<file path="src/rtl/holy_core_pkg.sv">
// holy_core_pkg: shared load/store encodings and memory-arbiter state/owner types.
package holy_core_pkg;
  typedef enum logic [2:0] {
    BYTE       = 3'b000,
    HALFWORD   = 3'b001,
    WORD       = 3'b010,
    BYTE_U     = 3'b100,
    HALFWORD_U = 3'b101
  } load_store_funct3_t;
  typedef enum logic [1:0] {IDLE, ISSUE, WAIT, ERR} arb_state_t;
  typedef enum logic {OWNER_I, OWNER_D} arb_owner_t;
endpackage

</file>
<file path="src/rtl/mem_lane_align.sv">
// mem_lane_align: byte enables, store lane replication, fault detect and load extension.
module mem_lane_align
  import holy_core_pkg::*;
(
  input  logic [2:0]  funct3_i,
  input  logic [1:0]  addr_i,
  input  logic [31:0] wdata_i,
  input  logic [31:0] rdata_i,
  output logic [3:0]  be_o,
  output logic [31:0] wdata_o,
  output logic        fault_o,
  output logic [31:0] rdata_o
);
  logic [1:0]  sz;
  logic [31:0] sh;
  always_comb begin
    sz = funct3_i[1:0];
    be_o = sz == 2'd0 ? 4'b0001 << addr_i : sz == 2'd1 ? 4'b0011 << addr_i : 4'b1111;
    wdata_o = sz == 2'd0 ? {4{wdata_i[7:0]}} : sz == 2'd1 ? {2{wdata_i[15:0]}} : wdata_i;
    fault_o = !(funct3_i inside {BYTE, HALFWORD, WORD, BYTE_U, HALFWORD_U}) ||
              (sz == 2'd1 && addr_i[0]) || (sz == 2'd2 && addr_i != 2'd0);
    sh = rdata_i >> {addr_i, 3'b000};
    rdata_o = sz == 2'd0 ? {{24{sh[7] & ~funct3_i[2]}}, sh[7:0]} :
              sz == 2'd1 ? {{16{sh[15] & ~funct3_i[2]}}, sh[15:0]} : sh;
  end
endmodule

</file>
<file path="src/rtl/mem_arbiter.sv">
// mem_arbiter: shares one memory port between fetch and load/store, one transaction at a time.
// Define HOLY_ARB_ROUND_ROBIN_EN for round-robin on contention; default is fixed D-over-I priority.
module mem_arbiter
  import holy_core_pkg::*;
(
  input  logic        clk,
  input  logic        rst_n,
  input  logic        i_req_valid,
  output logic        i_req_ready,
  input  logic [31:0] i_addr,
  output logic        i_rsp_valid,
  output logic [31:0] i_rsp_data,
  input  logic        d_req_valid,
  output logic        d_req_ready,
  input  logic [31:0] d_addr,
  input  logic        d_we,
  input  logic [2:0]  d_funct3,
  input  logic [31:0] d_wdata,
  output logic        d_rsp_valid,
  output logic [31:0] d_rsp_data,
  output logic        d_rsp_err,
  output logic        m_req_valid,
  input  logic        m_req_ready,
  output logic [31:0] m_addr,
  output logic        m_we,
  output logic [3:0]  m_be,
  output logic [31:0] m_wdata,
  input  logic        m_rsp_valid,
  input  logic [31:0] m_rsp_data
);
  arb_state_t  state_q, state_d;
  arb_owner_t  owner_q, owner_d;
  logic [31:0] addr_q, addr_d, wdata_q, wdata_d;
  logic [2:0]  f3_q, f3_d;
  logic [3:0]  be_q, be_d;
  logic        we_q, we_d;
  logic        idle, issue, pick_d, pick_i, grant, fire;
  logic [31:0] cur_addr, cur_wdata;
  logic [2:0]  cur_f3;
  logic [3:0]  al_be;
  logic [31:0] al_wdata, al_rdata;
  logic        al_fault;

  // owner_q doubles as last_owner for the round-robin decision
  always_comb begin
    idle = state_q == IDLE;
`ifdef HOLY_ARB_ROUND_ROBIN_EN
    pick_d = idle && d_req_valid && (!i_req_valid || owner_q == OWNER_I);
`else
    pick_d = idle && d_req_valid;
`endif
    pick_i = idle && i_req_valid && !pick_d;
    grant = pick_d || pick_i;
    cur_f3 = pick_d ? d_funct3 : WORD;
    cur_addr = pick_d ? d_addr : i_addr & 32'hFFFF_FFFC;
    cur_wdata = pick_d ? d_wdata : '0;
  end

  // incoming request is decoded while idle, the captured one afterwards
  mem_lane_align u_align (
    .funct3_i(idle ? cur_f3 : f3_q),
    .addr_i  (idle ? cur_addr[1:0] : addr_q[1:0]),
    .wdata_i (cur_wdata),
    .rdata_i (m_rsp_data),
    .be_o    (al_be),
    .wdata_o (al_wdata),
    .fault_o (al_fault),
    .rdata_o (al_rdata)
  );

  always_comb begin
    issue = state_q == ISSUE;
    fire = state_q == WAIT && m_rsp_valid;
    state_d = idle ? (pick_d && al_fault ? ERR : grant ? ISSUE : IDLE) :
              issue ? (m_req_ready ? WAIT : ISSUE) :
              state_q == WAIT ? (m_rsp_valid ? IDLE : WAIT) : IDLE;
    owner_d = grant ? (pick_d ? OWNER_D : OWNER_I) : owner_q;
    addr_d = grant ? cur_addr : addr_q;
    f3_d = grant ? cur_f3 : f3_q;
    we_d = grant ? pick_d && d_we : we_q;
    be_d = grant ? al_be : be_q;
    wdata_d = grant ? al_wdata : wdata_q;
    i_req_ready = pick_i;
    d_req_ready = pick_d;
    m_req_valid = issue;
    m_addr = issue ? {addr_q[31:2], 2'b00} : '0;
    m_we = issue && we_q;
    m_be = issue ? be_q : '0;
    m_wdata = issue ? wdata_q : '0;
    i_rsp_valid = fire && owner_q == OWNER_I;
    i_rsp_data = i_rsp_valid ? m_rsp_data : '0;
    d_rsp_err = state_q == ERR;
    d_rsp_valid = (fire && owner_q == OWNER_D) || d_rsp_err;
    d_rsp_data = fire && owner_q == OWNER_D && !we_q ? al_rdata : '0;
  end

  always_ff @(posedge clk or negedge rst_n) begin
    if (!rst_n) begin
      state_q <= IDLE;
      owner_q <= OWNER_D;
      addr_q  <= '0;
      f3_q    <= '0;
      we_q    <= 1'b0;
      be_q    <= '0;
      wdata_q <= '0;
    end else begin
      state_q <= state_d;
      owner_q <= owner_d;
      addr_q  <= addr_d;
      f3_q    <= f3_d;
      we_q    <= we_d;
      be_q    <= be_d;
      wdata_q <= wdata_d;
    end
  end
endmodule

</file>
<file path="config.mk">
export PLATFORM = sky130hd
export DESIGN_NAME = mem_arbiter
export DESIGN_NICKNAME = d
export VERILOG_FILES = /design/src/rtl/holy_core_pkg.sv /design/src/rtl/mem_lane_align.sv /design/src/rtl/mem_arbiter.sv
export SDC_FILE = /design/constraint.sdc
export NUM_CORES = 1
export LEC_CHECK = 0
export CAP_MARGIN = 20
export CORE_AREA = 2 2 108 136
export CTS_BUF_LIST = sky130_fd_sc_hd__clkbuf_16
export DETAILED_ROUTE_END_ITERATION = 7
export DIE_AREA = 0 0 110 138
export PLACE_DENSITY_LB_ADDON = 0.08
export SLEW_MARGIN = 20
export SYNTH_ARGS = -nofsm -noshare
export SYNTH_HDL_FRONTEND = slang
export SYNTH_HIERARCHICAL = 1
export SYNTH_SLANG_ARGS = --single-unit
</file>
<file path="constraint.sdc">
create_clock -name clk -period 5.6 [get_ports clk]
set_input_delay 1.68 -clock clk [delete_from_list [all_inputs] [get_ports clk]]
set_output_delay 1.68 -clock clk [all_outputs]
set_load 0.03 [all_outputs]
</file>
* Word level (Yosys, flattened, before mapping)
Index checks and enable logic that the tools add are counted.
Storage, ports and cells: flip-flop bits (word level) 75
Operators by class: equality and inequality tests 9, shift-type cells 3, mux-type cells 24, bitwise operators 4, reductions and logical operators 24
Operators with widths (count):
- two-way mux 32 bit | 10
- right shift 32 x 5 -> 32 bit | 1
- two-way mux 2 bit | 7
- logical AND 1 bit | 12
- two-way mux 4 bit | 3
- equality test 2 bit (second input constant) | 3
- equality test 3 bit (second input constant) | 2
- two-way mux 3 bit | 2
- nonzero test 5 bit | 1
- equality test 2 x 1 -> 1 bit (second input constant) | 2
- logical NOT 2 bit | 2
- logical OR 1 bit | 4
- left shift 1 x 2 -> 4 bit (first input constant) | 1
- left shift 2 x 2 -> 4 bit (first input constant) | 1
- equality test 3 x 1 -> 1 bit (second input constant) | 1
- equality test 3 x 2 -> 1 bit (second input constant) | 1
- logical NOT 1 bit | 3
- logical NOT 3 bit | 1
- AND 1 bit | 2
- two-way mux 1 bit | 2
- NOT 1 bit | 2
- nonzero test 2 bit | 1

* Logic depth before layout (Yosys ltp)
Gate-level depths: netlist of the first run.
depth in word-level cells 12, mapped depth 13, mapped depth without buffers 10

* By module
The synthesis of the first run kept the hierarchy.
By module, submodules not included:
- mem_arbiter | times used 1, cells each 402, area each 4384.2 µm², seq. area each 1878.1 µm²
- mem_lane_align | times used 1, cells each 199, area each 1331.3 µm², seq. area each 0.0 µm²

* Worst setup path before layout of the first run
OpenSTA, ideal clock, no wires.
path type input -> output, start input d_req_valid, end output d_rsp_data[26], arrival time 3.766 ns, required time 3.920 ns, setup slack 0.154 ns, stages 12, path buffers 4, cells stage by stage buf_2 nand2_1 inv_1 buf_2 a22o_1 buf_4 nor2b_1 buf_2 nand3_1 a31o_4 a21oi_2 and2_1
On the way: word-level cells in the longest chain between the ends 8
Ends and longest elaborated chain:
- from (decl) | line mem_arbiter.sv:13 | input logic d_req_valid,
- logical AND 1 bit * | line mem_arbiter.sv:50 | pick_d = idle && d_req_valid;
- net d_req_ready | line mem_arbiter.sv:14 | output logic d_req_ready,
- two-way mux 32 bit or two-way mux 3 bit (tied branches) | line mem_arbiter.sv:55, mem_arbiter.sv:54
- two-way mux 2 bit or two-way mux 3 bit (tied branches) | line mem_arbiter.sv:62, mem_arbiter.sv:61
- right shift 32 x 5 -> 32 bit or NOT 1 bit (tied branches) | line mem_lane_align.sv:22, mem_lane_align.sv:23, mem_lane_align.sv:24
- AND 1 bit | line mem_lane_align.sv:24 | sz == 2'd1 ? {{16{sh[15] & ~funct3_i[2]}}, sh[15:0]} : sh;
- two-way mux 32 bit | line mem_lane_align.sv:24
- two-way mux 32 bit * | line mem_lane_align.sv:23 | rdata_o = sz == 2'd0 ? {{24{sh[7] & ~funct3_i[2]}}, sh[7:0]} :
- net al_rdata[26] | line mem_arbiter.sv:41 | logic [31:0] al_wdata, al_rdata;
- two-way mux 32 bit * | line mem_arbiter.sv:94 | d_rsp_data = fire && owner_q == OWNER_D && !we_q ? al_rdata : '0;
- to (decl) | line mem_arbiter.sv:20 | output logic [31:0] d_rsp_data,
The timed path passes the listed nets; every way through them passes the cells marked *.

* Worst setup path in the final report of the first run
start input d_addr[1], end output d_rsp_data[5]
On the way: word-level cells in the longest chain between the ends 6
Ends and longest elaborated chain:
- from (decl) | line mem_arbiter.sv:15 | input logic [31:0] d_addr,
- two-way mux 32 bit * | line mem_arbiter.sv:55 | cur_addr = pick_d ? d_addr : i_addr & 32'hFFFF_FFFC;
- two-way mux 2 bit * | line mem_arbiter.sv:62 | .addr_i (idle ? cur_addr[1:0] : addr_q[1:0]),
- right shift 32 x 5 -> 32 bit * | line mem_lane_align.sv:22 | sh = rdata_i >> {addr_i, 3'b000};
- two-way mux 32 bit | line mem_lane_align.sv:24
- two-way mux 32 bit * | line mem_lane_align.sv:23
- net al_rdata[5] | line mem_arbiter.sv:41
- two-way mux 32 bit * | line mem_arbiter.sv:94
Marked as above.

==> metrics, run 1 <==
critical path data arrival time=3770 ps; Yosys warnings=6; TNS Setup=0 ps; drt initial violations=206; CP Data Required Time=3920 ps; I/O pins=277; relative slew slack=0.3418; Seq cells post-synth=75; top post-synthesis cells by area=dfrtp_1 32%, mux2_2 15%, and2_1 14%, mux2_1 5.7%, mux2i_1 4.7%; area post-placement=8379 sq um; Starting Density=0.4071; capture point of the worst reg-to-reg path=be_q[2]; Worst Reg2Reg Path Length in Cells=11; drt total wl=16,960 um; Final Critical Period=5450 ps; die width=110 um; utilization after layout=0.6198; Switching Share=0.4293; Pwr Density=479.2 nW/um^2; Layout Nets=988; clock network power share=0.151; Tcrit/Tclk final=0.9732; largest net degree at the start of global routing=76; hold depth=1; register area share after synthesis=0.3286; postcts setup bufs=0; element type at the critical path start=input port; vias in the first global route=5,271; Post-Synthesis Cells=601; core area=14,040 sq um; Tot Pwr=4.170 mW; Final ANT Viol Nets=0; area of the mapped netlist=5715 sq um; Worst-path clk slew=60 ps; CP max stage cell=clkdlybuf4s50_1; first-pass GRT wire length=27,250 um; Max stage delay on crit path=590 ps; Clock Latency Late Sink=340 ps; Final Cell Area=8702 sq um; worst-margin pin slew=987.3 ps; HP Start=wdata_q[6]; Final Skew=11.20 ps; Synth cell types=42; drt drc=0; Avg WL per Cell=16.48 um; Int Pwr=2.380 mW; post-synth top area cell=dfrtp_1; WHS Endpoint=wdata_q[6]; Die Y=138 um; RR Startpoint=state_q[1]; Setup CP Type=in2out; cell count after placement=1,013; global-route usage over all layers=0.2249; Critical Path, Cell by Cell=clkdlybuf4s50_1 -> a22o_1 -> buf_12 -> mux2i_1 -> a21oi_1 -> and2_1 -> clkdlybuf4s50_1; Max Freq=183.5 MHz; initial antenna violation count=0; Sw Pwr=1.790 mW; combinational power share=0.631; cell leakage power=3.882 nW; min-delay worst type=reg2reg; final cell count without fillers=1,029; CP Buf/Inv Count=3; DRT Pass-1 Iters=4; vias=5,221; Longest Clk Path Bufs=2; r2r setup slk=2860 ps; Area growth syn-to-layout=52.25%; Worst path top cell family by delay=buffers and inverters; kind of end point of the critical path=output port; max-capacitance violation count=0; critical path fanouts, max=19; Peak VDD IR=0.2559 mV; Mean Syn Cell Area=9.510 sq um; top cell type's share of synthesized area=0.3240; Slew Viols, Final=0; RePlAce Congestion=0.7835; dpl hpwl=12,850 um; post-CTS resize count=0; RSZ-0062 raised after global routing=false; die area=15,180 sq um; aggregate global routing overflow=0; antenna diode count=0; post-DR vias/cell=5.074; layout cells sized above 1=0.2338; cts hold-fix bufs=0; # rows=49; most used cell, CP=clkdlybuf4s50_1; status=finished clean; Critical Path Stages=7; Buffers on Ports=272; final setup violating endpoints=0; CTS tree=done; CTS buffer count=9; CTS HTree Levels=3; final hold viol count=0; sequential share of power=0.218; sink count of the clock tree=75; CTS Root Cell=clkbuf_16
-- cell usage after synthesis (all sizes together) --
master and n:
and2 132, mux2 104, dfrtp 74, nand2 48, a21oi 35, and3 32, buf 31, mux2i 28
clkbuf 26, o21ai 18, nor2 14, nor2b 10, a22o 9, a211oi 8, inv 5, ha 4
nand3 3, o22a 3, or2 3, nand2b 2, nand3b 2, nor3b 2, a21o 1, a31o 1
conb 1, dfstp 1, mux4 1, o2111ai 1, o211ai 1, or3 1
-- routing by layer --
| layer | routed length, um | track usage | up-vias | part of all wire |
|---|---|---|---|---|
| met1 | 6660 | 0.2680 | 2453 | 0.39 |
| met3 | 1563 | 0.06931 | 28 | 0.092 |
| met5 | 0 | 0 | - | 0 |
| li1 | - | - | 2536 | - |
| met4 | 357 | 0.07395 | 0 | 0.021 |
| met2 | 8377 | 0.3794 | 204 | 0.49 |
-- per-stage QoR --
step | hold WS [ps] | worst slack [ps]
after floorplan | 448.9 | 154.3
after global placement | 458.5 | 139.6
after detailed placement | 466.8 | 137.0
after CTS | 481.3 | 140.8
after global routing | 497.9 | 30.91
final | 477.4 | 149.9
-- power by group through the flow --
| stage | registers (mW) | logic, mW | clock network (mW) |
|---|---|---|---|
| floorplan | 0.873 | 1.84 | 0 |
| global placement | 0.905 | 2.60 | 0 |
| detailed placement | 0.920 | 2.64 | 0 |
| CTS | 0.912 | 2.65 | 0.648 |
| global route | 0.940 | 2.85 | 0.678 |
| finish | 0.909 | 2.63 | 0.631 |
-- kinds of logic after synthesis --
kind of cell             after synthesis  synth area share
AND/OR/NAND/NOR                      249            0.2474
multiplexers                         133            0.2585
AO/OA/AOI/OAI                         77           0.09501
flip-flops                            75            0.3286
buffers and inverters                 62           0.06107
adder cells (fa/ha/maj)                4          0.008757
other                                  1         0.0006561
-- worst max path at each step --
stage                            from             end
after floorplan           d_req_valid  d_rsp_data[26]
after global placement      d_addr[1]   d_rsp_data[5]
after detailed placement    d_addr[1]   d_rsp_data[5]
after CTS                   d_addr[1]   d_rsp_data[5]
after global routing        d_addr[1]  d_rsp_data[14]
final                       d_addr[1]   d_rsp_data[5]
-- layout make-up --
type / count / area, sq um
clock inverters: 7 / 97.59
fillers: 1208 / 5338
repair buffers: 290 / 2753
clock buffers: 9 / 225.2
inverters: 5 / 18.77
flip-flops and latches: 75 / 1878
multi-input cells: 465 / 3507
well taps: 178 / 222.7
-- registers in the layout, summed over array words and instances, names as in the netlist --
signal and count:
state_q 2, owner_q 1, we_q 1, addr_q 32, be_q 4, wdata_q 32, f3_q 3
-- cell usage in the layout, fill, tap and decap left out, drive strengths merged --
cell type        n
and2           132
o21ai           18
nand2b           2
a21o             1
clkbuf           9
conb             2
inv              7
bufinv           2
or2              3
a31o             1
nor2b           10
nand2           48
mux4             1
o211ai           1
nand3            3
a211oi           8
clkinvlp         1
or3              1
and3            32
nor3b            2
dfrtp           74
clkdlybuf4s50  206
mux2i           28
o2111ai          1
clkinv           2
dfstp            1
buf             84
nor2            14
mux2           104
a22o             9
o22a             3
ha               4
nand3b           2
a21oi           35
Note: power is estimated with default switching activity, not from simulation.
==> inputs of run 2 (changes only) <==
--- a/config.mk
+++ b/config.mk
@@ -10,6 +10,7 @@
 export CTS_BUF_LIST = sky130_fd_sc_hd__clkbuf_16
 export DETAILED_ROUTE_END_ITERATION = 7
 export DIE_AREA = 0 0 110 138
+export MAX_ROUTING_LAYER = met4
 export PLACE_DENSITY_LB_ADDON = 0.08
 export SLEW_MARGIN = 20
 export SYNTH_ARGS = -nofsm -noshare
==> metrics, run 2 (synthesized netlist as in run 1, its figures left out) <==
Tcrit/Tclk final=0.9725 (was 0.9732); relative slew slack=0.4870 (was 0.3418); status=finished clean (unchanged); Avg WL per Cell=16.60 um (was 16.48 um); I/O pins=277 (unchanged); vias=5,225 (was 5,221); Final Critical Period=5446 ps (was 5450 ps); cts hold-fix bufs=0 (unchanged); Clock Latency Late Sink=340 ps (about the same); drt total wl=17,090 um (was 16,960 um); Slew Viols, Final=0 (unchanged); vias in the first global route=5,276 (was 5,271); Int Pwr=2.382 mW (was 2.380 mW); Setup CP Type=in2out (unchanged); Buffers on Ports=272 (unchanged); HP Start=wdata_q[3] (was wdata_q[6]); RePlAce Congestion=0.7944 (was 0.7835); drt initial violations=222 (was 206); Worst-path clk slew=60 ps (about the same); max-capacitance violation count=0 (unchanged); post-DR vias/cell=5.073 (was 5.074); cell leakage power=3.895 nW (was 3.882 nW); CP max stage cell=clkdlybuf4s50_1 (unchanged); Min Hold Slack=477.7 ps (was 477.4 ps); sequential share of power=0.218 (about the same); critical path fanouts, max=19 (unchanged); area post-placement=8379 sq um (unchanged); post-CTS resize count=0 (unchanged); RR Startpoint=state_q[1] (unchanged); leading registers by flop count=addr_q (32), wdata_q (32), be_q (4) (unchanged); most used cell, CP=clkdlybuf4s50_1 (unchanged); worst-margin pin slew=767.7 ps (was 987.3 ps); Area growth syn-to-layout=52.74% (was 52.25%); element type at the critical path start=input port (unchanged); Sw Pwr=1.794 mW (was 1.790 mW); clock network power share=0.151 (about the same); antenna diode count=0 (unchanged); initial antenna violation count=0 (unchanged); RSZ-0062 raised after global routing=false (unchanged); WHS Endpoint=wdata_q[3] (was wdata_q[6]); DRT Pass-1 Iters=5 (was 4); commonest cells after routing, fill and taps aside=206 x clkdlybuf4s50_1, 132 x and2_1, 78 x buf_4, 75 x mux2_2, 74 x dfrtp_1 (unchanged); # rows=49 (unchanged); kind of end point of the critical path=output port (unchanged); Max stage delay on crit path=590 ps (about the same); aggregate global routing overflow=0 (unchanged); core area=14,040 sq um (unchanged); dpl hpwl=12,850 um (unchanged); CTS Root Cell=clkbuf_16 (unchanged); TNS Setup=0 ps (unchanged); Max Freq=183.6 MHz (was 183.5 MHz); CP Data Required Time=3920 ps (about the same); CP Buf/Inv Count=3 (unchanged); Final Cell Area=8730 sq um (was 8702 sq um); Switching Share=0.4296 (was 0.4293); Layout Nets=989 (was 988); utilization after layout=0.6218 (was 0.6198); largest net degree at the start of global routing=76 (unchanged); sink count of the clock tree=75 (unchanged); capture point of the worst reg-to-reg path=be_q[2] (unchanged); Peak VDD IR=0.2550 mV (was 0.2559 mV); die area=15,180 sq um (unchanged); CTS tree=done (unchanged); layout cells sized above 1=0.2347 (was 0.2338); Tot Pwr=4.177 mW (was 4.170 mW); Final Skew=9.509 ps (was 11.20 ps); area taken by multi-input logic gates=3507 sq um (unchanged); r2r setup slk=2870 ps (was 2860 ps); min-delay worst type=reg2reg (unchanged); die width=110 um (unchanged); Worst Reg2Reg Path Length in Cells=11 (unchanged); Final ANT Viol Nets=0 (unchanged); Pwr Density=478.5 nW/um^2 (was 479.2 nW/um^2); CTS buffer count=9 (unchanged); Starting Density=0.4071 (unchanged); Die Y=138 um (unchanged); final setup violating endpoints=0 (unchanged); hold depth=1 (unchanged); global-route usage over all layers=0.2316 (was 0.2249); fillers=1,204 (was 1,208); first-pass GRT wire length=27,190 um (was 27,250 um); most common cell after layout, fill and taps aside=clkdlybuf4s50_1 (unchanged); Critical Path, Cell by Cell=clkdlybuf4s50_1 -> a22o_1 -> buf_12 -> mux2i_1 -> a21oi_1 -> and2_1 -> clkdlybuf4s50_1 (unchanged); postcts setup bufs=0 (unchanged); CTS HTree Levels=3 (unchanged); final hold viol count=0 (unchanged); Seq. cell area=1878 sq um (unchanged); combinational power share=0.631 (about the same); critical path data arrival time=3770 ps (about the same); Worst path top cell family by delay=buffers and inverters (unchanged); Longest Clk Path Bufs=2 (unchanged); drt drc=0 (unchanged)
[run 2: worst max path at each step]
stage / startpoint / to / slack [ps] / cells past startpoint
3_5_place_dp: d_addr[1] / d_rsp_data[5] / 140 / 7
3_3_place_gp: d_addr[1] / d_rsp_data[5] / 140 / 8
2_1_floorplan: d_req_valid / d_rsp_data[26] / 150 / 12
6_report: d_addr[1] / d_rsp_data[5] / 150 / 7
5_1_grt: d_addr[1] / d_rsp_data[14] / 30 / 9
4_1_cts: d_addr[1] / d_rsp_data[5] / 140 / 7
[run 2: area by class of cell]
cell class,count,share of cell area
Clock buffer,9,0.02580
Inverter,5,0.002150
Sequential cell,75,0.2151
Clock inverter,7,0.01118
Timing Repair Buffer,291,0.3185
Tap cell,178,0.02551
Multi-Input combinational cell,465,0.4017
[run 2: power by group through the flow]
stage                     Sequential, mW  Clock (mW)  Combinational, mW
after floorplan                    0.873           0               1.84
after global placement             0.905           0               2.60
after detailed placement           0.920           0               2.64
after CTS                          0.912       0.648               2.65
after global routing               0.940       0.680               2.85
final                              0.910       0.632               2.63
[run 2: through the flow]
| stage | std cells | setup slack (ps) |
|---|---|---|
| 6_report | 1030 | 154.2 |
| 5_1_grt | 1030 | 31.23 |
| 4_1_cts | 1029 | 140.8 |
| 3_5_place_dp | 1013 | 137.0 |
| 3_3_place_gp | 1013 | 139.6 |
| 2_1_floorplan | 602 | 154.3 |
[run 2: worst register-to-register path: stages (launching register included)]
cell,delay [ps]
dfrtp_1,460
nor2_2,110
buf_4,310
nand2_1,150
inv_1,160
a22o_1,350
buf_4,220
inv_1,80
ha_1,280
mux2i_1,160
nand2_1,70
mux2_2,260
[run 2: layer usage]
metal | track usage | part of all wire | up-vias
li1 | - | - | 2541
met1 | 0.2761 | 0.41 | 2465
met2 | 0.3784 | 0.49 | 194
met3 | 0.06271 | 0.081 | 25
met4 | 0.06795 | 0.018 | 0
met5 | - | 0 | -
==> inputs of run 3 (changes only) <==
--- a/config.mk
+++ b/config.mk
@@ -10,6 +10,7 @@
 export CTS_BUF_LIST = sky130_fd_sc_hd__clkbuf_16
 export DETAILED_ROUTE_END_ITERATION = 7
 export DIE_AREA = 0 0 110 138
+export HOLD_SLACK_MARGIN = 0.15
 export MAX_ROUTING_LAYER = met4
 export PLACE_DENSITY_LB_ADDON = 0.08
 export SLEW_MARGIN = 20
==> results of run 3 <==
Final layout, timing and power as in run 2 (identical DEF).
